==> src/rtl/counter_pkg.sv <==
// Shared constants and helpers for the up/down counter.
package counter_pkg;

  localparam logic DIR_UP = 1'b1;
  localparam logic DIR_DN = 1'b0;

  // Limit a requested load value to the terminal value of the counter.
  function automatic logic [31:0] clamp_load(input logic [31:0] val,
                                             input logic [31:0] max_val);
    return (val > max_val) ? max_val : val;
  endfunction

endpackage

==> src/rtl/counter_prescaler.sv <==
// Step-tick generator: emits one tick per PRESCALE enabled cycles.
module counter_prescaler #(
  parameter int unsigned PRESCALE = 1
) (
  input  logic clk,
  input  logic rst,
  input  logic en,
  input  logic clr,
  output logic tick
);

  generate
    if (PRESCALE <= 1) begin : g_bypass
      // No division needed, so no state is kept.
      logic unused_sig;
      assign unused_sig = &{1'b0, clk, rst, clr};
      assign tick = en;
    end else begin : g_div
      localparam int unsigned PW = $clog2(PRESCALE);
      localparam logic [PW-1:0] LAST = PW'(PRESCALE - 1);

      logic [PW-1:0] cnt;
      logic [PW-1:0] cnt_nxt;

      always_ff @(posedge clk) begin
        if (rst) cnt <= '0;
        else     cnt <= cnt_nxt;
      end

      always_comb begin
        cnt_nxt = cnt;
        if (clr)
          cnt_nxt = '0;
        else if (en)
          cnt_nxt = (cnt == LAST) ? '0 : cnt + PW'(1);
      end

      assign tick = en && !clr && (cnt == LAST);
    end
  endgenerate

endmodule

==> src/rtl/counter_updn_mod.sv <==
// Prescaled up/down counter with wrap pulse and sticky overflow.
// Optional saturation input sat is compiled in with COUNTER_UPDN_SAT_EN.
module counter_updn_mod
  import counter_pkg::*;
#(
  parameter int unsigned WIDTH    = 4,
  parameter logic [31:0] MAX_VAL  = 32'((64'd1 << WIDTH) - 64'd1),
  parameter int unsigned PRESCALE = 1
) (
  input  logic             clk,
  input  logic             rst,
  input  logic             en,
  input  logic             up_dn,
`ifdef COUNTER_UPDN_SAT_EN
  input  logic             sat,
`endif
  input  logic             load,
  input  logic [WIDTH-1:0] load_val,
  output logic [WIDTH-1:0] count,
  output logic             wrap_p,
  output logic             ovf
);

  localparam logic [WIDTH-1:0] MAXC = WIDTH'(MAX_VAL);

  logic             tick;
  logic             sat_mode;
  logic [WIDTH-1:0] count_nxt;
  logic             wrap_nxt;
  logic             ovf_nxt;

`ifdef COUNTER_UPDN_SAT_EN
  assign sat_mode = sat;
`else
  assign sat_mode = 1'b0;
`endif

  // Load freezes and clears the prescaler; en is ignored during load.
  counter_prescaler #(
    .PRESCALE (PRESCALE)
  ) u_prescaler (
    .clk  (clk),
    .rst  (rst),
    .en   (en & ~load),
    .clr  (load),
    .tick (tick)
  );

  always_ff @(posedge clk) begin
    if (rst) begin
      count  <= '0;
      wrap_p <= 1'b0;
      ovf    <= 1'b0;
    end else begin
      count  <= count_nxt;
      wrap_p <= wrap_nxt;
      ovf    <= ovf_nxt;
    end
  end

  always_comb begin
    count_nxt = count;
    wrap_nxt  = 1'b0;
    ovf_nxt   = ovf;
    if (load) begin
      count_nxt = WIDTH'(clamp_load(32'(load_val), 32'(MAXC)));
      ovf_nxt   = 1'b0;
    end else if (tick) begin
      if (up_dn == DIR_UP) begin
        if (count == MAXC) begin
          if (!sat_mode) begin
            count_nxt = '0;
            wrap_nxt  = 1'b1;
            ovf_nxt   = 1'b1;
          end
        end else begin
          count_nxt = count + WIDTH'(1);
        end
      end else begin
        if (count == '0) begin
          if (!sat_mode) begin
            count_nxt = MAXC;
            wrap_nxt  = 1'b1;
            ovf_nxt   = 1'b1;
          end
        end else begin
          count_nxt = count - WIDTH'(1);
        end
      end
    end
  end

endmodule

==> config.mk <==
export PLATFORM = sky130hd
export DESIGN_NAME = counter_updn_mod
export DESIGN_NICKNAME = d
export VERILOG_FILES = /design/src/rtl/counter_pkg.sv /design/src/rtl/counter_prescaler.sv /design/src/rtl/counter_updn_mod.sv
export SDC_FILE = /design/constraint.sdc
export NUM_CORES = 1
export LEC_CHECK = 0
export ABC_CLOCK_PERIOD_IN_PS = 1500
export CORE_AREA = 2 2 39 41
export CTS_BUF_LIST = sky130_fd_sc_hd__clkbuf_16
export DETAILED_ROUTE_END_ITERATION = 16
export DIE_AREA = 0 0 41 43
export DONT_BUFFER_PORTS = 1
export GPL_TIMING_DRIVEN = 0
export SETUP_SLACK_MARGIN = 0.4
export SLEW_MARGIN = 5
export SYNTH_ARGS = -nofsm -noshare
export SYNTH_HDL_FRONTEND = slang
export SYNTH_SLANG_ARGS = --single-unit
==> constraint.sdc <==
create_clock -name clk -period 1.5 [get_ports clk]
set_input_delay 0 -clock clk [delete_from_list [all_inputs] [get_ports clk]]
set_output_delay 0 -clock clk [all_outputs]
set_load 0.02 [all_outputs]
==> impl_metrics.py <==
metrics = {
    "clock_tree": {
        "path_clk_slew_ns": 0.03,
        "cts_root_buf": "clkbuf_16",
        "numCtsBuffers": 3,
        "cts_tree": "built",
        "hold_buffers": 1,
        "max-clock-path-buffers": 2,
        "clk-insertion-delay-late_ns": 0.23,
        "cts_max_level": 1,
        "postCtsSetupRepairBufs": 0,
        "clock_sinks": 6,
    },
    "synth": {
        "ys_ff_latch": 6,
        "ys_warn_count": 0,
        "synth-simple-area-share_pct": 20.3,
        "ys_seq_area_share_pct": 31.9,
        "ys_async_sr_fraction_pct": 0,
        "syn_area_sq_um": 377,
        "synth_compound_area_share_pct": 22.6,
        "synthAdderAreaFrac_pct": 6.64,
        "postSynthAreaPerCell_sq_um": 8.19,
        "synth_top_family_by_area": "compound AO/OA/AOI/OAI gates",
        "synth_xor_area_share_pct": 6.98,
        "synth_top_area_share_pct": 31.9,
        "synth_edf_count": 0,
        "yosysUniqueCellTypes": 24,
        "yosys_most_used_dff": "dfxtp_1",
        "syn_inst": 46,
        "synth_mux_area_share_pct": 5.65,
        "yosys-top-cells-area": "dfxtp_1, a21oi_1, xnor2_1",
        "synth.net_count": 57,
        "synth_common_cells": "a21oi_1, dfxtp_1",
        "yosys.area.top_type": "dfxtp_1",
    },
    "floorplan": {
        "die-area_sq_mm": 0.00176,
        "coreArea_sq_mm": 0.00138,
        "rows": 14,
        "die_x_um": 41,
        "die_h_um": 43,
        "initial_core_util_pct": 27.2,
        "pin_count": 15,
    },
    "routing": {
        "drt_iter0_markers": 4,
        "drt-total-wl_um": 851,
        "firstDrtPassIters": 2,
        "vias": 340,
        "vias_per_cell": 5.07,
        "drc": 0,
        "wire_per_inst_um": 12.7,
        "antenna_left": 0,
    },
    "final_layout": {
        "fillers": 139,
        "diodes": 0,
        "drive_above_1_share_pct": 37.3,
        "num-nets-final": 63,
        "syn_to_final_growth_pct": 43.2,
        "ff_latch_area_sq_um": 133,
        "post-route-util_pct": 39.0,
        "multiInputGateArea_sq_um": 273,
    },
    "grt": {
        "gr-total-overflow": 0,
        "antenna_found_initial": 0,
        "grt_max_degree": 11,
        "grt_pass1_wl_um": 1230,
        "grt_pass1_vias": 299,
        "grt_util_all_layers_pct": 11.1,
    },
    "sta": {
        "whs_ns": -0.171,
        "tns_ns": 0,
        "setup-violations-final": 0,
        "finalCritPeriodShare_pct": 95.0,
        "tightest_slew_ns": 0.414,
        "slew_headroom_pct": 72.4,
        "hold_viol_final": 5,
        "skew_ns": 0.00117,
        "rsz0062_at_grt": "true",
        "finalMaxSlewViolations": 0,
        "min_period_ns": 1.42,
        "max_freq_ghz": 0.702,
    },
    "worst_hold_path": {
        "hold_path.class": "primary input to flop",
    },
    "setup_path": {
        "crit_end": "count[3]$_SDFFE_PP0P_",
        "r2r_start": "count[2]$_SDFFE_PP0P_",
        "cp_max_fo": 7,
        "cp.required_ns": 1.66,
        "crit_type": "flop to flop",
        "crit_path_start": "count[2]$_SDFFE_PP0P_",
        "r2r_slack_ns": 0.08,
        "reg2reg_depth": 4,
        "reg2reg_to": "count[3]$_SDFFE_PP0P_",
        "cp.arrival_ns": 1.58,
        "critPathCaptureType": "flop",
        "startpoint_type": "flop",
    },
    "pwr": {
        "pwr-share-comb_pct": 13.1,
        "power_frac_clock_pct": 59.2,
        "finalPower_uw": 737,
        "power_switching_uw": 163,
        "leakage_nw": 0.202,
        "internal_power_uw": 574,
        "seqPwrFrac_pct": 27.7,
        "cellPowerDensity_mw_per_mm2": 1370,
        "vdd_ir_drop_max_mv": 0.573,
        "netSwitchingFraction_pct": 22.2,
    },
    "place": {
        "gp_congestion": 0.673,
        "portBuffers": 0,
        "dpl.hpwl_um": 596,
    },
    "outcome": {
        "violations": "negative hold slack",
        "status": "complete, but fails checks",
    },
    "job": {
        "cap_violations": 0,
    },
}
-- worst min path at each step --
stage / startpoint / end / slack (ns) / cells after the start
after CTS: rst / count[3]$_SDFFE_PP0P_ / -0.17 / 1
final: rst / count[3]$_SDFFE_PP0P_ / -0.17 / 1
after detailed placement: rst / count[3]$_SDFFE_PP0P_ / 0.06 / 1
after global placement: rst / count[3]$_SDFFE_PP0P_ / 0.06 / 1
after global routing: rst / count[3]$_SDFFE_PP0P_ / -0.18 / 1
after floorplan: rst / count[3]$_SDFFE_PP0P_ / 0.06 / 1
-- power by group through the flow --
stage               Combinational [mW]  Sequential (mW)  Clock, mW
CTS                             0.0963            0.204      0.445
global placement                0.0863            0.206          0
global route                     0.107            0.207      0.460
detailed placement              0.0866            0.206          0
finish                          0.0969            0.204      0.436
floorplan                       0.0772            0.201          0
-- cells by family after synthesis --
kind of cell,count (synthesis)
mux,2
xor+xnor,3
fa+ha+maj,2
simple gates,14
compound gates,13
flops,6
buf+inv,6
-- routing by layer --
| metal | vias to the layer above | global-route usage (%) | part of all wire [%] |
|---|---|---|---|
| met4 | 0 | 8.00 | 1.8 |
| met1 | 149 | 13.9 | 45 |
| li1 | 175 | - | - |
| met2 | 14 | 13.4 | 43 |
| met3 | 2 | 6.28 | 10 |
| met5 | - | 0 | 0 |
-- placed cells by master (no fill, tap or decap), types with 2 or more instances in the layout --
cell / synthesis / final
a21oi_1: 6 / 5
nor2_1: 3 / 3
clkbuf_16: 0 / 3
dfxtp_4: 0 / 3
inv_2: 1 / 2
clkbuf_1: 2 / 2
nand2_1: 3 / 2
xnor2_1: 3 / 2
inv_1: 3 / 2
nor3_1: 2 / 2
dfxtp_1: 6 / 2
-- cell type report --
cell class,instances,share of cell area [%]
plain buffers,2,1.39
clock buffers,3,13.9
clock inverters,1,0.696
inverters,4,3.25
multi-input cells,34,50.6
flip-flops and latches,6,24.6
well taps,16,3.71
repair buffers,1,1.86
-- registers in the layout, indices dropped and copies added (netlist names) --
signal,count
count,4
ovf,1
wrap_p,1
-- per-stage QoR --
stage	cell area, sq um	setup WS (ns)	std cells
2_1_floorplan	420	0.147	46
3_3_place_gp	440	0.0858	62
3_5_place_dp	440	0.0728	62
4_1_cts	537	0.0652	67
5_1_grt	539	0.0492	67
6_report	539	0.0751	67
-- what timing repair did --
| action | 4_1_cts | 5_1_grt |
|---|---|---|
| hold endpoints to repair | 6 | 5 |
| setup endpoints to repair | 5 | 5 |
| gates resized for setup | 2 | 1 |
| pin swaps | 3 | 1 |
-- critical path, stage by stage, from the launching register on --
cell	delay, ns
dfxtp_4	0.41
inv_2	0.05
or4_1	0.50
a311o_1	0.28
a21oi_1	0.11
Power figures use the tool's default switching activity.
